### src/rtl/cla_pkg.sv
// Shared types and helpers for the pipelined carry-lookahead adder.
package cla_pkg;

  // Generate/propagate pair for a bit or a group of bits.
  typedef struct packed {
    logic g;
    logic p;
  } cla_gp_t;

  // Merge a more-significant span (hi) with the span directly below it (lo).
  function automatic cla_gp_t gp_combine(input cla_gp_t hi, input cla_gp_t lo);
    cla_gp_t r;
    r.g = hi.g | (hi.p & lo.g);
    r.p = hi.p & lo.p;
    return r;
  endfunction

  // Legal geometry: at least one stage, stages divide width, groups divide a slice.
  function automatic bit cfg_ok(input int width, input int stages, input int block);
    if (stages < 1 || block < 1) return 1'b0;
    if ((width % stages) != 0) return 1'b0;
    return ((width / stages) % block) == 0;
  endfunction

endpackage

### src/rtl/cla_block.sv
// Combinational BLOCK-bit lookahead group: local sum plus group generate/propagate.
module cla_block
  import cla_pkg::*;
#(
  parameter int BLOCK = 4
) (
  input  logic [BLOCK-1:0] a,
  input  logic [BLOCK-1:0] b,
  input  logic             cin,
  output logic [BLOCK-1:0] sum,
  output logic             g,
  output logic             p
);

  logic [BLOCK-1:0] bit_g;
  logic [BLOCK-1:0] bit_p;
  logic [BLOCK-1:0] carry;

  // Group g/p depend only on the operands, never on cin, so the
  // slice-level lookahead that feeds cin back in forms no loop.
  always_comb begin
    cla_gp_t acc;
    bit_g = a & b;
    bit_p = a ^ b;
    acc   = cla_gp_t'{g: 1'b0, p: 1'b1};
    for (int unsigned i = 0; i < BLOCK; i++) begin
      acc = gp_combine(cla_gp_t'{g: bit_g[i], p: bit_p[i]}, acc);
    end
    g = acc.g;
    p = acc.p;
  end

  // Per-bit carries from the prefix of lower bits, then the sum bits.
  always_comb begin
    cla_gp_t acc;
    acc      = cla_gp_t'{g: 1'b0, p: 1'b1};
    carry    = '0;
    carry[0] = cin;
    for (int unsigned i = 1; i < BLOCK; i++) begin
      acc      = gp_combine(cla_gp_t'{g: bit_g[i-1], p: bit_p[i-1]}, acc);
      carry[i] = acc.g | (acc.p & cin);
    end
    sum = bit_p ^ carry;
  end

endmodule

### src/rtl/pipelined_cla_adder.sv
// Pipelined carry-lookahead adder/subtractor, one slice per stage, global-stall handshake.
module pipelined_cla_adder
  import cla_pkg::*;
#(
  parameter int WIDTH  = 16,
  parameter int STAGES = 4,
  parameter int BLOCK  = 4
) (
  input  logic             i_clk,
  input  logic             i_rst,
  input  logic             i_valid,
  output logic             o_ready,
  input  logic [WIDTH-1:0] i_add1,
  input  logic [WIDTH-1:0] i_add2,
  input  logic             i_cin,
  input  logic             i_sub,
  output logic             o_valid,
  input  logic             i_ready,
  output logic [WIDTH-1:0] o_result,
  output logic             o_carry,
  output logic             o_overflow
);

  localparam int S  = WIDTH / STAGES;
  localparam int NG = S / BLOCK;

  if (!cfg_ok(WIDTH, STAGES, BLOCK)) begin : g_cfg_check
    $error("pipelined_cla_adder: STAGES must divide WIDTH and BLOCK must divide WIDTH/STAGES");
  end

  logic             advance;
  logic [WIDTH-1:0] b_eff;
  logic             cin_eff;

  // Stage registers. a_q/b_q hold the not-yet-consumed operand slices
  // (skew), r_q collects finished slices from the top down (deskew).
  logic [WIDTH-1:0] a_q [STAGES];
  logic [WIDTH-1:0] b_q [STAGES];
  logic [WIDTH-1:0] r_q [STAGES];
  logic             c_q [STAGES];
  logic             v_q [STAGES];
  logic             ovf_q;

  logic [WIDTH-1:0] a_src [STAGES];
  logic [WIDTH-1:0] b_src [STAGES];
  logic [WIDTH-1:0] r_src [STAGES];
  logic             c_src [STAGES];
  logic [WIDTH-1:0] r_nxt [STAGES];
  logic [S-1:0]     sum_st [STAGES];
  logic             cout_st [STAGES];
  logic             cmsb;

  assign advance = i_ready | ~o_valid;
  assign o_ready = advance;

  // Subtraction is A + ~B + 1; carry-in is forced high and i_cin ignored.
  always_comb begin
    b_eff   = i_sub ? ~i_add2 : i_add2;
    cin_eff = i_sub | i_cin;
  end

  // Stage inputs: stage 0 reads the ports, later stages read the previous register.
  always_comb begin
    a_src[0] = i_add1;
    b_src[0] = b_eff;
    r_src[0] = '0;
    c_src[0] = cin_eff;
    for (int unsigned k = 1; k < STAGES; k++) begin
      a_src[k] = a_q[k-1];
      b_src[k] = b_q[k-1];
      r_src[k] = r_q[k-1];
      c_src[k] = c_q[k-1];
    end
  end

  for (genvar k = 0; k < STAGES; k++) begin : g_stage
    logic [S-1:0]  sa;
    logic [S-1:0]  sb;
    logic [S-1:0]  sum;
    logic [NG-1:0] grp_g;
    logic [NG-1:0] grp_p;
    logic [NG:0]   grp_c;

    assign sa = a_src[k][S-1:0];
    assign sb = b_src[k][S-1:0];

    for (genvar j = 0; j < NG; j++) begin : g_grp
      cla_block #(.BLOCK(BLOCK)) u_blk (
        .a   (sa[j*BLOCK +: BLOCK]),
        .b   (sb[j*BLOCK +: BLOCK]),
        .cin (grp_c[j]),
        .sum (sum[j*BLOCK +: BLOCK]),
        .g   (grp_g[j]),
        .p   (grp_p[j])
      );
    end

    // Group carries: each one is the prefix g/p of all lower groups applied to the slice carry-in.
    always_comb begin
      cla_gp_t acc;
      acc      = cla_gp_t'{g: 1'b0, p: 1'b1};
      grp_c    = '0;
      grp_c[0] = c_src[k];
      for (int unsigned j = 0; j < NG; j++) begin
        acc        = gp_combine(cla_gp_t'{g: grp_g[j], p: grp_p[j]}, acc);
        grp_c[j+1] = acc.g | (acc.p & c_src[k]);
      end
    end

    assign sum_st[k]  = sum;
    assign cout_st[k] = grp_c[NG];
  end

  // Deskew: shift finished slices down and insert this stage's slice at the top;
  // after the last stage slice 0 has reached bit 0.
  always_comb begin
    for (int unsigned k = 0; k < STAGES; k++) begin
      r_nxt[k] = r_src[k] >> S;
      r_nxt[k][WIDTH-1 -: S] = sum_st[k];
    end
  end

  // Carry into the MSB recovered from the last stage's top sum bit and its operands.
  assign cmsb = sum_st[STAGES-1][S-1] ^ a_src[STAGES-1][S-1] ^ b_src[STAGES-1][S-1];

  // Pipeline registers: cleared on reset, frozen as a whole while the output is stalled.
  always_ff @(posedge i_clk) begin
    if (i_rst) begin
      for (int unsigned k = 0; k < STAGES; k++) begin
        a_q[k] <= '0;
        b_q[k] <= '0;
        r_q[k] <= '0;
        c_q[k] <= 1'b0;
        v_q[k] <= 1'b0;
      end
      ovf_q <= 1'b0;
    end else if (advance) begin
      for (int unsigned k = 0; k < STAGES; k++) begin
        a_q[k] <= a_src[k] >> S;
        b_q[k] <= b_src[k] >> S;
        r_q[k] <= r_nxt[k];
        c_q[k] <= cout_st[k];
      end
      v_q[0] <= i_valid;
      for (int unsigned k = 1; k < STAGES; k++) begin
        v_q[k] <= v_q[k-1];
      end
      ovf_q <= cmsb ^ cout_st[STAGES-1];
    end
  end

  assign o_valid    = v_q[STAGES-1];
  assign o_result   = r_q[STAGES-1];
  assign o_carry    = c_q[STAGES-1];
  assign o_overflow = ovf_q;

endmodule

### config.mk
export PLATFORM = sky130hd
export DESIGN_NAME = pipelined_cla_adder
export DESIGN_NICKNAME = d
export VERILOG_FILES = /design/src/rtl/cla_pkg.sv /design/src/rtl/cla_block.sv /design/src/rtl/pipelined_cla_adder.sv
export SDC_FILE = /design/constraint.sdc
export NUM_CORES = 1
export LEC_CHECK = 0
export ABC_AREA = 1
export CAP_MARGIN = 0
export CORE_MARGIN = 2
export CORE_UTILIZATION = 55
export CTS_CLUSTER_DIAMETER = 50
export DETAILED_ROUTE_END_ITERATION = 7
export PLACE_DENSITY = 0.8
export SLEW_MARGIN = 40
export SYNTH_ARGS = -nofsm -noshare
export SYNTH_HDL_FRONTEND = slang
export SYNTH_SLANG_ARGS = --single-unit
### constraint.sdc
create_clock -name i_clk -period 4.11 [get_ports i_clk]
set_input_delay 0.6165 -clock i_clk [delete_from_list [all_inputs] [get_ports i_clk]]
set_output_delay 0.6165 -clock i_clk [all_outputs]
set_load 0.03 [all_outputs]
==> results.ini, run 1 <==
[synth]
ys.warnings.count=0
synth_seq_area_share=0.6576
postSynthCellCount=392
syn_nets=450
synth_top_area_frac=0.6531
synth-seq-cells=97
synth.area.top_cells=edfxtp_1 65%, inv_1 7.7%, nor2_1 7.7%
ys.flop_type=edfxtp_1
yosysMostFrequentCell=edfxtp_1
syn_area_per_cell_um2=11.26
syn_area_um2=4414
synth_top_cells_by_count=96 x edfxtp_1, 91 x inv_1, 90 x nor2_1
yosysTopAreaCell=edfxtp_1
async_reset_ff_frac=0
synth_cell_types=25
synth_edf_count=96

[final_layout]
nNetsFinal=509
area_growth_pct=19.98
drive_above_1_share=0.05263
fin_util=0.6819
n_antenna_cell=0
instances_no_fill=558
fin_area_um2=5296

[timing]
fin_worst_skew_ps=10.15
fmax_mhz=401.2
fin_ws_ps=1617
whs_ps=478.2
rsz0062_at_grt=false
slew-limit-headroom=0.5425
final-max-slew-violation-count=0
min_period_ps=2493
hold_viol=0
tns_ps=0
fin_crit_sh=0.6065
setup_viol=0
worst_slew_pin_slew_ps=686.3

[setup_path]
crit_type=input pin to register
regToRegSetupSlack_ps=1960
ff2ff_path_depth=6
endpoint_kind=register
crit_slowest_cell=nor2_2
required_ps=4290
path_buf_inv=5
crit_cells=8
path_cells=clkdlybuf4s50_1, inv_1, nand2_1, inv_2, nor2_2, inv_2, buf_4, nor2_1
critical_path.max_stage_delay_ps=490
arrival_ps=2680
crit_top_cell=inv_2
start_kind=input pin
critical_path.top_delay_family=buffers and inverters
critical_path_peak_fanout=31

[floorplan]
fp.dieArea_um2=8758
die_x_um=93.59
num_io_pins=58
start_util=0.5683
rows=32
die_height_um=93.59
core_area_um2=7767

[clock_network]
clock_sinks=97
ctsHoldBuffers=0
cts.reportedPaths.clkPinSlew_ps=80
cts_tree=built
clk_latency_ps=350
cts_root_buffer=clkbuf_8
cts_buffers=9
cts_resized=0
htree_levels=3
clockBufferDepth=2
cts_setup_buffers=0

[drt]
detail_route.wl_per_cell_um=10.89
vias_per_cell=4.656
vias=2598
first_pass_iters=4
routed_wl_um=6075
drtIter0Drc=129
drc=0
ant_nets=0

[pwr]
swShare=0.2233
intPower_mw=1.627
pwr-share-comb=0.125
power_mw=2.094
power.density_nw_per_um2=395.4
power.switching_uw=467.5
p_leak_nw=2.325
power_frac_clock=0.306
ir_drop_uv=170.5
power_frac_seq=0.570

[global_route]
grt_usage=0.1528
grt_pass1_wl_um=10240
grt_pass1_vias=2490
grt_max_degree=97
grt-ovfl-total=0
antenna_found_initial=0

[hold_path]
whs_path_depth=2
hp-class=register to register

[place]
io_buffers=57
place_inst=542
pre_cts_slack_ps=1269
gp_congestion=0.7154
dp_hpwl_um=3741
postPlaceCellArea_um2=5089

[flow_run]
drv_cap=0

[status]
status=completed

-- final timing paths --
path / from / end
max: i_ready / a_q[0][27]
max reg2reg: v_q[3] / a_q[0][27]
min reg2reg: o_overflow / o_overflow
min: o_overflow / o_overflow
-- sequential cells by signal, indices dropped and copies added, names as in the netlist --
name / flops
v_q: 4
o_overflow: 1
c_q: 4
r_q: 40
a_q: 24
b_q: 24
-- layout make-up --
cell class,instances,area [um^2]
sequential,97,2903
fill,586,2471
multi-input combinational,189,1112
timing repair buffer,60,593.1
inverter,94,352.8
tap,102,127.6
clock buffer,9,123.9
clock inverter,7,83.83
-- power by group through the flow --
stage | Sequential [mW] | Clock [mW] | Combinational (mW)
after floorplan | 1.24 | 0 | 0.146
after global placement | 1.21 | 0 | 0.251
after detailed placement | 1.22 | 0 | 0.260
after CTS | 1.19 | 0.655 | 0.264
after global routing | 1.20 | 0.685 | 0.293
final | 1.19 | 0.640 | 0.262
-- metal layers --
metal  vias to the layer above  share of wire  GRT usage
li1                       1342              -          -
met1                      1162           0.43     0.1749
met2                        80           0.49     0.2644
met3                        14          0.051    0.02981
met4                         0          0.029    0.09300
met5                         -              0          0
-- cells by family (layout without fill, tap and decap cells) --
family	after synthesis	count (layout)	share of synthesized area
adder cells (fa/ha/maj)	20	20	0.06349
buffers and inverters	106	170	0.09410
AND/OR/NAND/NOR	131	131	0.1182
AO/OA/AOI/OAI	17	17	0.02494
XOR/XNOR	21	21	0.04167
flip-flops	97	97	0.6576
-- cell usage in the layout, fill, tap and decap left out, types with 2 or more instances in the layout --
cell type | Yosys | layout
inv_1 | 91 | 91
ha_1 | 16 | 16
clkbuf_8 | 0 | 9
fa_1 | 4 | 4
nand2_1 | 24 | 23
bufinv_16 | 0 | 2
xnor2_1 | 13 | 13
o21ai_0 | 6 | 6
a21o_1 | 2 | 2
inv_2 | 3 | 3
clkdlybuf4s50_1 | 0 | 57
a21oi_1 | 6 | 6
buf_4 | 0 | 3
clkinv_1 | 0 | 4
nor2_1 | 90 | 90
xor2_1 | 8 | 8
nor2_2 | 2 | 2
nand3_1 | 11 | 11
edfxtp_1 | 96 | 96
-- worst min-delay path: stages (launching register included) --
cell     delay (ps)
dfxtp_1         320
nand3_1          70
nand2_1          50
Note: power is estimated with default switching activity, not from simulation.
==> run 2: changes to the inputs <==
CORE_UTILIZATION = 50   (was 55)
PLACE_DENSITY = 0.76   (was 0.8)
clock period = 2.2 ns   (was 4.11 ns; I/O delays follow)
==> run 2 against run 1 <==
Net effect: via count shrank 1.3%; critical endpoint is now o_ready; critical path type is now input pin to output port; critical path depth shrank 4; highest routed layer unchanged; largest power group unchanged; combinational power grew 93%; setup slack lost 1300 ps; core utilization shrank 6.1 points.
==> results.ini, run 2 (synthesis results as in run 1) <==
[hold_path]
holdPathEnd=o_overflow
min-delay-start=o_overflow
hp-class=register to register
whs_path_depth=2

[setup_path]
crit_slowest_cell=clkdlybuf4s50_1
worst_r2r_startpoint=a_q[0][1]
path_cells=clkdlybuf4s50_1, inv_1, nand2_1, clkdlybuf4s50_1
crit_type=input pin to output port
critical_path.top_delay_family=buffers and inverters
r2r-end=c_q[1]
endpoint_kind=output port
regToRegSetupSlack_ps=400
required_ps=1870
critical_path_peak_fanout=2
start_kind=input pin
ff2ff_path_depth=10
path_buf_inv=3
arrival_ps=1570
crit_top_cell=clkdlybuf4s50_1
critical_path.max_stage_delay_ps=670

[final_layout]
fin_util=0.6208
multiInputGateArea_um2=1104
register_area_um2=2903
top_register=r_q
largestRegisters=r_q x40, a_q x24, b_q x24
fillers=682
n_antenna_cell=0
layout_common_cells=96 x edfxtp_1, 91 x inv_1, 90 x nor2_1
drive_above_1_share=0.07143
final_common_cell=edfxtp_1
largest_reg_flops=40
nNetsFinal=516
area_growth_pct=21.46

[floorplan]
die_height_um=97.96
rows=34
start_util=0.5112
die_x_um=97.96
fp.dieArea_um2=9596
core_area_um2=8636
num_io_pins=58

[clock_network]
clock_sinks=97
cts_root_buffer=clkbuf_8
cts_tree=built
cts_buffers=9
cts.reportedPaths.clkPinSlew_ps=90
ctsHoldBuffers=0
cts_setup_buffers=0
htree_levels=3
cts_resized=0
clk_latency_ps=350
clockBufferDepth=2

[timing]
fin_crit_sh=0.8655
rsz0062_at_grt=false
slew-limit-headroom=0.7612
fin_worst_skew_ps=8.708
tns_ps=0
min_period_ps=1904
hold_viol=0
fin_ws_ps=295.9
whs_ps=482.5
fmax_mhz=525.2
final-max-slew-violation-count=0
setup_viol=0
worst_slew_pin_slew_ps=358.3

[pwr]
p_leak_nw=2.370
power.density_nw_per_um2=710.3
ir_drop_uv=296.5
power_mw=3.808

[flow_run]
drv_cap=0

[global_route]
antenna_found_initial=0
grt_pass1_wl_um=10220
grt_pass1_vias=2513
grt-ovfl-total=0
grt_usage=0.1332
grt_max_degree=54

[drt]
drc=0
vias=2565
vias_per_cell=4.500
detail_route.wl_per_cell_um=10.19
routed_wl_um=5810
first_pass_iters=4
ant_nets=0
drtIter0Drc=92

[place]
pre_cts_slack_ps=-77.02
gp_congestion=0.7362
dp_hpwl_um=4017
io_buffers=57

[status]
status=completed

run 2: changes by cell type in the layout (fill, tap and decap cells not counted):
cell        delta
clkinvlp_4     +1
buf_12         +3
clkinv_1       -3
buf_4          +4
inv_6          -1
bufinv_16      -1
clkinv_4       +1
nand2_8        -1
clkinv_2       +2
nand2_4        +1
run 2: layout make-up:
type,instances,area share
Tap cell,108,0.02520
Clock buffer,9,0.02310
Multi-Input combinational cell,189,0.2058
Clock inverter,6,0.01120
Timing Repair Buffer,67,0.1274
Sequential cell,97,0.5414
Inverter,94,0.06581
run 2: power breakdown:
| part | internal [mW] | total, mW | switching (mW) | leakage [nW] |
|---|---|---|---|---|
| Clock | 0.513 | 1.08 | 0.563 | 0.0925 |
| Combinational | 0.240 | 0.505 | 0.264 | 1.13 |
| Sequential | 2.19 | 2.23 | 0.0417 | 1.15 |
run 2: routing by layer:
metal,GRT usage,share of wire,up-vias,wire length [um]
met5,0,0,-,0
met4,0.07906,0.027,0,156
met3,0.03364,0.052,11,304
met2,0.2281,0.48,72,2809
met1,0.1504,0.44,1129,2539
li1,-,-,1353,-
run 2: metrics by stage:
step / instances / cell area [um^2]
4_1_cts: 570 / 5361
5_1_grt: 570 / 5361
2_1_floorplan: 392 / 4422
6_report: 570 / 5361
3_3_place_gp: 555 / 5177
3_5_place_dp: 555 / 5177
run 2: worst min-delay path: cells and delay by family (launching register included):
family	cells	cell delay, ps
simple gates	2	130
flops	1	320
run 2: worst max path at each step:
| stage | startpoint | endpoint | slack, ps | cells past startpoint |
|---|---|---|---|---|
| 6_report | i_ready | o_ready | 300 | 4 |
| 2_1_floorplan | i_sub | c_q[0] | 140 | 11 |
| 3_5_place_dp | i_sub | c_q[0] | -80 | 9 |
| 4_1_cts | i_ready | o_ready | 290 | 4 |
| 5_1_grt | i_sub | c_q[0] | 210 | 10 |
| 3_3_place_gp | i_sub | c_q[0] | -20 | 10 |
